File: config.mk
export PLATFORM = sky130hd
export DESIGN_NAME = pucch_f1_mod_ctrl_flat
export DESIGN_NICKNAME = d
export VERILOG_FILES = /design/src/rtl/pucch_pkg.sv /design/src/rtl/pucch_f1_mod_ctrl_if.sv /design/src/rtl/pucch_f1_mapper.sv /design/src/rtl/pucch_f1_mod_ctrl.sv /design/src/flat_wrapper.sv
export SDC_FILE = /design/constraint.sdc
export NUM_CORES = 1
export LEC_CHECK = 0
export CAP_MARGIN = 15
export CORE_UTILIZATION = 42
export CTS_BUF_LIST = sky130_fd_sc_hd__clkbuf_16
export DETAILED_ROUTE_END_ITERATION = 7
export HOLD_SLACK_MARGIN = 0.1
export PLACE_DENSITY = 0.85
export REMOVE_ABC_BUFFERS = 1
export SYNTH_ARGS = -nofsm -noshare
export SYNTH_HDL_FRONTEND = slang
export SYNTH_SLANG_ARGS = --single-unit
File: constraint.sdc
create_clock -name i_clk -period 1.8 [get_ports i_clk]
set_input_delay 0.36 -clock i_clk [delete_from_list [all_inputs] [get_ports i_clk]]
set_output_delay 0.36 -clock i_clk [all_outputs]
set_load 0.01 [all_outputs]
File: src/rtl/pucch_pkg.sv
// Shared constants and types for the PUCCH format 1 modulation stage.
// Symbol amplitudes are +/- 1/sqrt(2) in sfix16 Q1.15.
package pucch_pkg;

  localparam logic [15:0] PUCCH_MOD_POS = 16'h5A82;
  localparam logic [15:0] PUCCH_MOD_NEG = 16'hA57E;

  typedef enum logic {
    MOD_BPSK = 1'b0,
    MOD_QPSK = 1'b1
  } mod_e;

  typedef enum logic [1:0] {
    IDLE   = 2'd0,
    MAP    = 2'd1,
    STREAM = 2'd2
  } ctrl_state_e;

  // Single-bit BPSK mapping; QPSK applies it independently per component.
  function automatic logic [15:0] bpsk_map(input logic b);
    return b ? PUCCH_MOD_NEG : PUCCH_MOD_POS;
  endfunction

endpackage

File: src/rtl/pucch_f1_mod_ctrl_if.sv
// UCI input and sample output handshake bundle of the PUCCH F1 modulation controller.
// The slave modport is the controller; the master modport is its environment.
interface pucch_f1_mod_ctrl_if #(
  parameter int SYM_W = 3,
  parameter int SC_W  = 4
);
  logic             i_uci_valid;
  logic             o_uci_ready;
  logic             i_uci_nbits;
  logic [1:0]       i_uci_bits;
  logic             o_valid;
  logic             i_ready;
  logic [15:0]      o_re;
  logic [15:0]      o_im;
  logic [SYM_W-1:0] o_sym_idx;
  logic [SC_W-1:0]  o_sc_idx;
  logic             o_last;

  modport slave (
    input  i_uci_valid, i_uci_nbits, i_uci_bits, i_ready,
    output o_uci_ready, o_valid, o_re, o_im, o_sym_idx, o_sc_idx, o_last
  );

  modport master (
    output i_uci_valid, i_uci_nbits, i_uci_bits, i_ready,
    input  o_uci_ready, o_valid, o_re, o_im, o_sym_idx, o_sc_idx, o_last
  );
endinterface

File: src/rtl/pucch_f1_mapper.sv
// Combinational UCI-to-d(0) mapper. BPSK drives both components from b0;
// QPSK maps b0 to the real part and b1 to the imaginary part.
module pucch_f1_mapper
  import pucch_pkg::*;
(
  input  mod_e        mod_i,
  input  logic [1:0]  bits_i,
  output logic [15:0] re_o,
  output logic [15:0] im_o
);

  always_comb begin
    re_o = bpsk_map(bits_i[0]);
    im_o = (mod_i == MOD_QPSK) ? bpsk_map(bits_i[1]) : bpsk_map(bits_i[0]);
  end

endmodule

File: src/rtl/pucch_f1_mod_ctrl.sv
// PUCCH format 1 modulation sequencer: latches one UCI word, maps it to d(0)
// and streams it once per (symbol, subcarrier) slot under valid/ready.
module pucch_f1_mod_ctrl
  import pucch_pkg::*;
#(
  parameter int NSC   = 12,
  parameter int NSYM  = 4,
  parameter int SYM_W = 3,
  parameter int SC_W  = 4
) (
  input  logic                i_clk,
  input  logic                i_rst,
  pucch_f1_mod_ctrl_if.slave  bus
);

  ctrl_state_e      state_q, state_d;
  mod_e             mod_q, mod_d;
  logic [1:0]       bits_q, bits_d;
  logic [15:0]      re_q, re_d;
  logic [15:0]      im_q, im_d;
  logic             valid_q, valid_d;
  logic [SYM_W-1:0] sym_q, sym_d;
  logic [SC_W-1:0]  sc_q, sc_d;

  logic [15:0] map_re;
  logic [15:0] map_im;
  logic        sc_end;
  logic        sym_end;
  logic        accept;
  logic        advance;

  pucch_f1_mapper u_mapper (
    .mod_i  (mod_q),
    .bits_i (bits_q),
    .re_o   (map_re),
    .im_o   (map_im)
  );

  assign sc_end  = (sc_q == SC_W'(NSC - 1));
  assign sym_end = (sym_q == SYM_W'(NSYM - 1));
  assign accept  = bus.i_uci_valid && bus.o_uci_ready;
  assign advance = valid_q && bus.i_ready;

  // Ready is gated by reset so the source never sees an accept during the reset cycle.
  assign bus.o_uci_ready = (state_q == IDLE) && !i_rst;
  // Gating with valid keeps o_last low in IDLE even when NSC = NSYM = 1.
  assign bus.o_last      = valid_q && sc_end && sym_end;
  assign bus.o_valid     = valid_q;
  assign bus.o_re        = re_q;
  assign bus.o_im        = im_q;
  assign bus.o_sym_idx   = sym_q;
  assign bus.o_sc_idx    = sc_q;

  always_comb begin
    state_d = state_q;
    mod_d   = mod_q;
    bits_d  = bits_q;
    re_d    = re_q;
    im_d    = im_q;
    valid_d = valid_q;
    sym_d   = sym_q;
    sc_d    = sc_q;
    case (state_q)
      IDLE: begin
        if (accept) begin
          mod_d   = mod_e'(bus.i_uci_nbits);
          bits_d  = bus.i_uci_bits;
          state_d = MAP;
        end
      end
      MAP: begin
        re_d    = map_re;
        im_d    = map_im;
        sym_d   = '0;
        sc_d    = '0;
        valid_d = 1'b1;
        state_d = STREAM;
      end
      STREAM: begin
        if (advance) begin
          if (sc_end && sym_end) begin
            valid_d = 1'b0;
            sym_d   = '0;
            sc_d    = '0;
            state_d = IDLE;
          end else if (sc_end) begin
            sc_d  = '0;
            sym_d = sym_q + SYM_W'(1);
          end else begin
            sc_d = sc_q + SC_W'(1);
          end
        end
      end
      default: begin
        valid_d = 1'b0;
        state_d = IDLE;
      end
    endcase
  end

  always_ff @(posedge i_clk) begin
    if (i_rst) begin
      state_q <= IDLE;
      mod_q   <= MOD_BPSK;
      bits_q  <= '0;
      re_q    <= '0;
      im_q    <= '0;
      valid_q <= 1'b0;
      sym_q   <= '0;
      sc_q    <= '0;
    end else begin
      state_q <= state_d;
      mod_q   <= mod_d;
      bits_q  <= bits_d;
      re_q    <= re_d;
      im_q    <= im_d;
      valid_q <= valid_d;
      sym_q   <= sym_d;
      sc_q    <= sc_d;
    end
  end

endmodule

File: src/flat_wrapper.sv
// flat-port wrapper written by rule: the top's interface ports become plain ports
module pucch_f1_mod_ctrl_flat import pucch_pkg::*;
#(
  parameter int NSC   = 12,
  parameter int NSYM  = 4,
  parameter int SYM_W = 3,
  parameter int SC_W  = 4
)
  (i_clk, i_rst, bus_i_uci_valid, bus_i_uci_nbits, bus_i_uci_bits, bus_i_ready, bus_o_uci_ready, bus_o_valid, bus_o_re, bus_o_im, bus_o_sym_idx, bus_o_sc_idx, bus_o_last);
  pucch_f1_mod_ctrl_if #(.SYM_W(SYM_W), .SC_W(SC_W)) bus_i ();
  input  logic i_clk;
  input  logic i_rst;
  input wire logic [$bits(bus_i.i_uci_valid)-1:0] bus_i_uci_valid;
  input wire logic [$bits(bus_i.i_uci_nbits)-1:0] bus_i_uci_nbits;
  input wire logic [$bits(bus_i.i_uci_bits)-1:0] bus_i_uci_bits;
  input wire logic [$bits(bus_i.i_ready)-1:0] bus_i_ready;
  output wire logic [$bits(bus_i.o_uci_ready)-1:0] bus_o_uci_ready;
  output wire logic [$bits(bus_i.o_valid)-1:0] bus_o_valid;
  output wire logic [$bits(bus_i.o_re)-1:0] bus_o_re;
  output wire logic [$bits(bus_i.o_im)-1:0] bus_o_im;
  output wire logic [$bits(bus_i.o_sym_idx)-1:0] bus_o_sym_idx;
  output wire logic [$bits(bus_i.o_sc_idx)-1:0] bus_o_sc_idx;
  output wire logic [$bits(bus_i.o_last)-1:0] bus_o_last;
  assign bus_i.i_uci_valid = bus_i_uci_valid;
  assign bus_i.i_uci_nbits = bus_i_uci_nbits;
  assign bus_i.i_uci_bits = bus_i_uci_bits;
  assign bus_i.i_ready = bus_i_ready;
  assign bus_o_uci_ready = bus_i.o_uci_ready;
  assign bus_o_valid = bus_i.o_valid;
  assign bus_o_re = bus_i.o_re;
  assign bus_o_im = bus_i.o_im;
  assign bus_o_sym_idx = bus_i.o_sym_idx;
  assign bus_o_sc_idx = bus_i.o_sc_idx;
  assign bus_o_last = bus_i.o_last;
  pucch_f1_mod_ctrl #(.NSC(NSC), .NSYM(NSYM), .SYM_W(SYM_W), .SC_W(SC_W)) u_core (.i_clk(i_clk), .i_rst(i_rst), .bus(bus_i));
endmodule
After elaboration in Yosys (flattened, before gate mapping)
Index checks and enable logic that the tools add are counted.
{ "op_classes": {"reduce_logical": 14, "bitwise_logic": 1, "n_eq_ne": 8, "n_mux": 18, "addsub": 2} }
{ "ops": {"columns": ["op", "n"], "rows": [
  ["$mux 16", 3],
  ["$mux 4", 3],
  ["$mux 3", 3],
  ["$reduce_and 3->1", 3],
  ["$pmux 4 s2", 1],
  ["$logic_and 1x1->1", 6],
  ["$mux 2", 3],
  ["$ne 2x1->1 const B", 3],
  ["$pmux 2 s3", 1],
  ["$pmux 3 s2", 1],
  ["$add 4x1->4 const B", 1],
  ["$eq 4x4->1 const B", 1],
  ["$reduce_and 2->1", 2],
  ["$add 3x1->3 const B", 1],
  ["$eq 3x2->1 const B", 1],
  ["$ne 3x1->1 const B", 1],
  ["$pmux 1 s3", 1],
  ["$eq 2x1->1 const B", 1],
  ["$eq 2x2->1 const B", 1],
  ["$logic_not 2->1", 1],
  ["$mux 1", 2],
  ["$reduce_bool 2->1", 1],
  ["$logic_not 1->1", 1],
  ["$not 1->1", 1]
]} }
{ "totals": {"reg_bits": 45, "in_bits": 7, "out_inout_bits": 42, "elab_cells": 51} }

Logic depth before layout (Yosys ltp)
Gate-level depths: netlist of the first run.
{ "logic_depth": {"word_depth": 5, "depth_mapped": 7, "depth_no_buf": 6} }

Modules after synthesis
Synthesis of the first run repeated with hierarchy kept, for this count alone.
{ "hier_totals": {"hier_cells": 238, "area_unflattened_um2": 1984.4} }
{ "modules_own_cells": {"columns": ["module", "n_inst", "area_each_um2", "seq_area_each_um2", "cells_each"], "rows": [
  ["pucch_f1_mod_ctrl", 1, 1730.4, 900.9, 204],
  ["pucch_f1_mapper", 1, 254.0, 0.0, 34]
]} }

Least setup slack after synthesis of the first run
Ideal clock, no wire load.
{ "synth_path": {"kind": "reg2reg", "start": "register u_core.sc_q[0] (netlist: u_core.bus.o_sc_idx[0])", "end": "register u_core.state_q[0]", "synth_period_minus_slack_ns": 1.568, "setup_slack_ns": 0.232, "setup_time_ns": 0.072, "path_stages_with_launch": 6, "t_arrival_ns": 1.497, "path_buffers": 0, "required_ns": 1.728, "cell_sequence": "dfxtp_1 > ha_1 > nand3b_4 > o31a_4 > a221oi_4 > mux2i_1"} }
{ "synth_via": {"elab_chain_cells": 4} }
{ "synth_rtl": {"columns": ["item", "line", "rtl"], "rows": [
  ["start: declaration", "pucch_f1_mod_ctrl.sv:23", "logic [SC_W-1:0] sc_q, sc_d;"],
  ["start signal: assignment", "pucch_f1_mod_ctrl.sv:110", "sc_q <= '0;"],
  ["start signal: assignment", "pucch_f1_mod_ctrl.sv:119", "sc_q <= sc_d;"],
  ["$eq 4x4->1", "pucch_f1_mod_ctrl.sv:39", "assign sc_end = (sc_q == SC_W'(NSC - 1));"],
  ["$logic_and 1x1->1", "pucch_f1_mod_ctrl.sv:81", "if (sc_end && sym_end) begin"],
  ["$ne 2x1->1 (no source line)", null, null],
  ["$reduce_and 3->1 (no source line)", null, null],
  ["end signal: assignment", "pucch_f1_mod_ctrl.sv:112", "state_q <= state_d;"],
  ["end: declaration", "pucch_f1_mod_ctrl.sv:16", "ctrl_state_e state_q, state_d;"]
]} }
No other way between the ends.
A chain may end at the register's enable or synchronous reset.

Worst setup path after layout of the first run
{ "layout_path": {"start": "register u_core.sc_q[0] (netlist: u_core.bus.o_sc_idx[0])", "end": "output bus_o_last"} }
{ "layout_via": {"elab_chain_cells": 3} }
{ "layout_rtl": {"columns": ["item", "line", "rtl"], "rows": [
  ["$eq 4x4->1", "pucch_f1_mod_ctrl.sv:39", null],
  ["$logic_and 1x1->1 (2 in series)", "pucch_f1_mod_ctrl.sv:47", "assign bus.o_last = valid_q && sc_end && sym_end;"],
  ["end: declaration", "flat_wrapper.sv:23", "output wire logic [$bits(bus_i.o_last)-1:0] bus_o_last;"]
]} }
No other way between the ends.

==> key figures, run 1 <==
GRT
  – Vias in the first global route: 784
  – Global-route wire length before repair: 3490 µm
  – Largest net degree at the start of global routing: 22
  – Total grt overflow: 0
  – Total global-route track usage: 17.0%
  – Initial antenna violation count: 0

Clock tree
  – Clk Latency, worst-skew pair: 250 ps
  – Post_cts resized: 3
  – CTS sink count: 18
  – CTS buffer count: 3
  – Clock-pin slew on the worst setup and hold paths: 50 ps
  – H-tree depth: 1
  – Root buf cell: clkbuf_16
  – CTS tree: built
  – Hold_buf cts: 0
  – Post-CTS setup buffers: 0
  – Clock tree buffer depth: 2

Routing
  – Post-route DRC: 0
  – Wire per inst: 12.7 µm
  – TritonRoute pass-1 iters: 4
  – Via/cell ratio: 4.94
  – Initial DRC count: 13
  – Routed Antenna Nets: 0
  – Total routed wirelength: 2320 µm
  – Routed via count: 904

Synth
  – Yosys warnings: 0
  – Sequential share of the synthesized area: 31.9%
  – Top cell type's share of synthesized area: 31.9%
  – Top-count cell post-synth: buf_4
  – Ranking of synthesized cells by area: dfxtp_1, buf_4, mux2i_1, ha_1, nand2b_1
  – Async SR Flop Fraction: 0%
  – Syn Area/Cell: 8.96 µm²
  – Post-synth cell types: 28
  – #FFs+latches synth: 18
  – Post-synth top cells: buf_4, dfxtp_1, mux2i_1, nand2_1
  – Mapped cell area: 0.00113 mm²
  – Prevailing post-synth register cell: dfxtp_1
  – Leading area contributor after synthesis: dfxtp_1
  – Number of flops mapped to enable cells by yosys: 0
  – Post-Synthesis Cells: 126

Power and ir drop
  – P_int: 1280 µW
  – Leak: 0.000599 µW
  – VDD IR-drop max: 0.788 mV
  – P_sw: 656 µW
  – Switching share of power: 33.9%
  – Total chip power: 1930 µW
  – Clock power frac: 23.2%
  – Pwr dens: 1250 mW/mm²
  – Sequential share of power: 27.7%
  – Comb power frac: 49.1%

Timing
  – Setup TNS: 0 ps
  – Max Fclk: 0.588 GHz
  – Setup violations, final: 0
  – Clk_skew: 0.537 ps
  – Slew Limit Fails: 0
  – Unrepaired setup endpoints after global routing: false
  – Final hold vios: 0
  – Final period utilization: 94.5%
  – PnR worst setup slack: 98.5 ps
  – Fin crit period: 1700 ps
  – WHS: 473 ps

Hold path
  – Hold path depth: 2
  – Worst Hold End: u_core.bits_q[1]
  – Hold path startpoint: u_core.bits_q[1]
  – Min-delay worst type: flip-flop to flip-flop

Run
  – Max_cap viols: 0

Die
  – I/O Pins: 49
  – Starting Density: 45.1%
  – Die W: 53.8 µm
  – Die area: 0.00290 mm²
  – Die Ht: 53.8 µm
  – Core Footprint: 0.00250 mm²
  – Row count: 18

Placed design
  – Post-DP HPWL: 1720 µm
  – Pre-CTS WS: -62.0 ps
  – IO buf count: 46
  – RePlAce Congestion: 0.786

Cells and area
  – Syn-to-layout area delta: 36.7%
  – Layout fillers: 200
  – Nets: 167
  – Antenna fix cells: 0
  – Share of cells above drive strength 1: 11.1%

Worst setup path
  – Worst r2r dst: u_core.state_q[1]
  – Max FO, Critical Path: 3
  – CP Launch Point: u_core.bus.o_sc_idx[0]
  – Critical R2R Launch: u_core.bus.o_sc_idx[0]
  – Critical path type: flip-flop to output pin
  – Reg2reg setup slack: 160 ps
  – Data required, critical path: 1440 ps
  – Reg2reg path depth: 6
  – Crit start category: flip-flop
  – Crit end category: output pin
  – Crit path DAT: 1340 ps

Outcome
  – Status: completed
==> cell type report <==
class / instances / area [µm²] / share of cell area (%)
multi-input cells: 71 / 529 / 34.3
repair buffers: 53 / 510 / 33.1
flip-flops and latches: 18 / 360 / 23.4
clock buffers: 3 / 75.1 / 4.87
well taps: 30 / 37.5 / 2.43
inverters: 7 / 26.3 / 1.70
clock inverters: 1 / 3.75 / 0.243
==> stage by stage <==
stage / util (%) / instance area, µm² / cells
2_1_floorplan: - / 913 / 96
3_3_place_gp: 58.6 / 1460 / 179
3_5_place_dp: 58.6 / 1460 / 179
4_1_cts: 61.7 / 1540 / 183
5_1_grt: 61.7 / 1540 / 183
6_report: 61.7 / 1540 / 183
==> cells in the final DEF (no fill, tap or decap), types with 2 or more instances in the layout <==
| master | netlist | final |
|---|---|---|
| nand2_1 | 8 | 8 |
| ha_1 | 6 | 5 |
| nand4_1 | 2 | 2 |
| nand3_1 | 4 | 4 |
| conb_1 | 1 | 2 |
| nor2_1 | 7 | 7 |
| a311oi_1 | 3 | 3 |
| buf_4 | 27 | 7 |
| dfxtp_1 | 18 | 18 |
| mux2i_1 | 8 | 8 |
| o21a_1 | 2 | 2 |
| o21ai_0 | 4 | 4 |
| clkbuf_16 | 0 | 3 |
| inv_1 | 7 | 7 |
| nand2b_1 | 7 | 7 |
| a21oi_1 | 7 | 7 |
| clkdlybuf4s50_1 | 0 | 44 |
| dlygate4sd2_1 | 0 | 2 |
==> worst max-delay path, stage by stage, from the launching register on <==
cell and delay, ps:
dfxtp_1 330, ha_2 230, nand3b_4 80, nor4_1 150
dlygate4sd2_1 290
==> sequential cells by signal (all words and copies together) (netlist names) <==
register              count
u_core.mod_q              1
u_core.bus.o_valid        1
u_core.bits_q             2
u_core.bus.o_sc_idx       4
u_core.bus.o_re           3
u_core.state_q            2
u_core.bus.o_im           2
u_core.bus.o_sym_idx      3
==> worst max path at each step <==
stage,to
6_report,bus_o_last
5_1_grt,bus_o_last
4_1_cts,bus_o_last
3_5_place_dp,bus_o_uci_ready
3_3_place_gp,bus_o_uci_ready
2_1_floorplan,u_core.state_q[0]
==> power groups by stage <==
stage / clock (µW) / combinational [µW] / sequential, µW
2_1_floorplan: 0 / 377 / 633
3_3_place_gp: 0 / 928 / 537
3_5_place_dp: 0 / 948 / 545
4_1_cts: 453 / 952 / 537
5_1_grt: 468 / 1030 / 549
6_report: 449 / 949 / 536
==> metal layers <==
layer | part of all wire [%] | up-vias | wire length [µm] | global-route usage, %
met3 | 4.4 | 2 | 102 | 5.08
met5 | 0 | - | 0 | 0
met2 | 50 | 21 | 1160 | 30.2
met1 | 45 | 425 | 1040 | 19.4
li1 | - | 456 | - | -
met4 | 0.47 | 0 | 11 | 4.39
==> cells by family (layout without fill, tap and decap cells) <==
| family | count (synthesis) | count (layout) | synth area share (%) |
|---|---|---|---|
| compound gates | 22 | 22 | 15.9 |
| fa+ha+maj | 6 | 6 | 6.65 |
| buf+inv | 38 | 64 | 21.7 |
| flops | 18 | 18 | 31.9 |
| mux | 8 | 8 | 7.10 |
| other cells | 1 | 2 | 0.332 |
| simple gates | 33 | 33 | 16.4 |
Note: power is estimated with default switching activity, not from simulation.
==> run 2, diff against run 1 <==
--- a/config.mk
+++ b/config.mk
@@ -6,6 +6,7 @@
 export NUM_CORES = 1
 export LEC_CHECK = 0
 export CAP_MARGIN = 15
+export CORE_MARGIN = 4
 export CORE_UTILIZATION = 42
 export CTS_BUF_LIST = sky130_fd_sc_hd__clkbuf_16
 export DETAILED_ROUTE_END_ITERATION = 7
==> key figures, run 2 (synthesis gave the netlist of run 1 again) <==
Worst setup path
  – Highest cell delay on the worst timing path: 330 ps
  – Crit path DAT: 1370 ps
  – Crit end category: output pin
  – Max FO, Critical Path: 3
  – Data required, critical path: 1440 ps
  – CP cell instances: ha_2 -> nand3b_4 -> nor4_1 -> dlygate4sd2_1
  – CP max stage cell: dfxtp_1
  – Buf+Inv Stages, Crit Path: 1
  – Crit start category: flip-flop
  – Top Family by Delay on Critical Path: flip-flops
  – Critical path type: flip-flop to output pin

Timing
  – Max Fclk: 0.579 GHz
  – Unrepaired setup endpoints after global routing: false
  – Slew Limit Fails: 0
  – Clk_skew: 2.71 ps
  – Setup violations, final: 0
  – Final period utilization: 96.0%
  – Final hold vios: 0
  – Fin crit period: 1730 ps
  – Setup TNS: 0 ps

Power and ir drop
  – Comb power frac: 48.9%
  – VDD IR-drop max: 0.780 mV
  – P_sw: 642 µW
  – Clock power frac: 23.3%
  – Pwr dens: 1240 mW/mm²
  – Switching share of power: 33.5%
  – P_int: 1280 µW
  – Sequential share of power: 27.8%
  – Leak: 0.000599 µW

Die
  – I/O Pins: 49
  – Die W: 59.8 µm
  – Row count: 18
  – Core Footprint: 0.00252 mm²
  – Starting Density: 44.7%
  – Die Ht: 59.8 µm
  – Die area: 0.00358 mm²

Routing
  – Total routed wirelength: 2410 µm
  – TritonRoute pass-1 iters: 4
  – Initial DRC count: 24
  – Post-route DRC: 0
  – Via/cell ratio: 4.90
  – Wire per inst: 13.2 µm
  – Routed Antenna Nets: 0
  – Routed via count: 897

Clock tree
  – Clk Latency, worst-skew pair: 250 ps
  – Clock tree buffer depth: 2
  – CTS tree: built
  – Post-CTS setup buffers: 0
  – H-tree depth: 1
  – CTS sink count: 18
  – CTS buffer count: 3
  – Hold_buf cts: 0
  – Root buf cell: clkbuf_16
  – Clock-pin slew on the worst setup and hold paths: 50 ps

Outcome
  – Status: completed

GRT
  – Vias in the first global route: 922
  – Largest net degree at the start of global routing: 22
  – Total grt overflow: 0
  – Total global-route track usage: 14.7%
  – Initial antenna violation count: 0
  – Global-route wire length before repair: 4000 µm

Hold path
  – Min-delay worst type: flip-flop to flip-flop

Placed design
  – Post-DP HPWL: 1870 µm
  – RePlAce Congestion: 0.772
  – IO buf count: 46

Cells and area
  – Utilization after layout: 61.2%
  – Max reg flops: 4
  – Commonest cells after routing, fill and taps aside: clkdlybuf4s50_1, dfxtp_1, nand2_1, mux2i_1
  – Antenna fix cells: 0
  – Share of cells above drive strength 1: 11.1%
  – Nets: 167
  – Layout fillers: 205
  – Syn-to-layout area delta: 36.7%
  – Most common cell after layout, fill and taps aside: clkdlybuf4s50_1

Run
  – Max_cap viols: 0
[run 2: cell counts in the layout (fill, tap and decap cells not counted)]
No cell type changed its count.
[run 2: routing by layer]
metal  global-route usage, %  up-vias  share of wire [%]  wire length, µm
met5                       0        -                  0                0
met4                    7.59        0                1.9               46
met3                    3.24        5                5.1              124
met2                    26.2       29                 51             1240
met1                    15.9      407                 42             1000
li1                        -      456                  -                -
[run 2: final timing paths]
kind                           from           endpoint  slack [ps]  depth (start not counted)
max          u_core.bus.o_sc_idx[0]         bus_o_last          70                          4
min                u_core.bits_q[1]   u_core.bits_q[1]         460                          2
max reg2reg  u_core.bus.o_sc_idx[0]  u_core.state_q[0]         160                          6
min reg2reg        u_core.bits_q[1]   u_core.bits_q[1]         460                          2
[run 2: power by group through the flow]
stage,Clock (µW),Combinational (µW),Sequential (µW)
6_report,447,939,533
2_1_floorplan,0,377,633
3_3_place_gp,0,934,536
3_5_place_dp,0,951,545
5_1_grt,472,1020,548
4_1_cts,457,952,536
[run 2: what timing repair did]
item | CTS | global route
gates resized for setup | 3 | 0
setup endpoints to repair | 2 | 0
endpoints found under the hold margin | 0 | 0
[run 2: area by class of cell]
| cell class | count | area, µm² | area share [%] |
|---|---|---|---|
| sequential | 18 | 360 | 23.4 |
| tap | 30 | 37.5 | 2.43 |
| clock inverter | 1 | 3.75 | 0.243 |
| inverter | 7 | 26.3 | 1.70 |
| clock buffer | 3 | 75.1 | 4.87 |
| timing repair buffer | 53 | 510 | 33.1 |
| multi-input combinational | 71 | 529 | 34.3 |
[run 2: worst register-to-register path, delay by kind of cell (launching register included)]
family / cells / cell delay, ps
compound gates: 2 / 540
fa+ha+maj: 1 / 230
buf+inv: 1 / 160
mux: 1 / 220
flops: 1 / 330
simple gates: 1 / 90
[run 2: metrics by stage]
step	instance area, µm²	hold WS, ps	worst slack, ps	instances	total power (µW)
after floorplan	913	429	232	96	1010
after global placement	1460	443	-91.9	179	1470
after detailed placement	1460	449	-62.6	179	1500
after CTS	1540	456	50.4	183	1950
after global routing	1540	506	2.83	183	2040
final	1540	457	72.0	183	1920
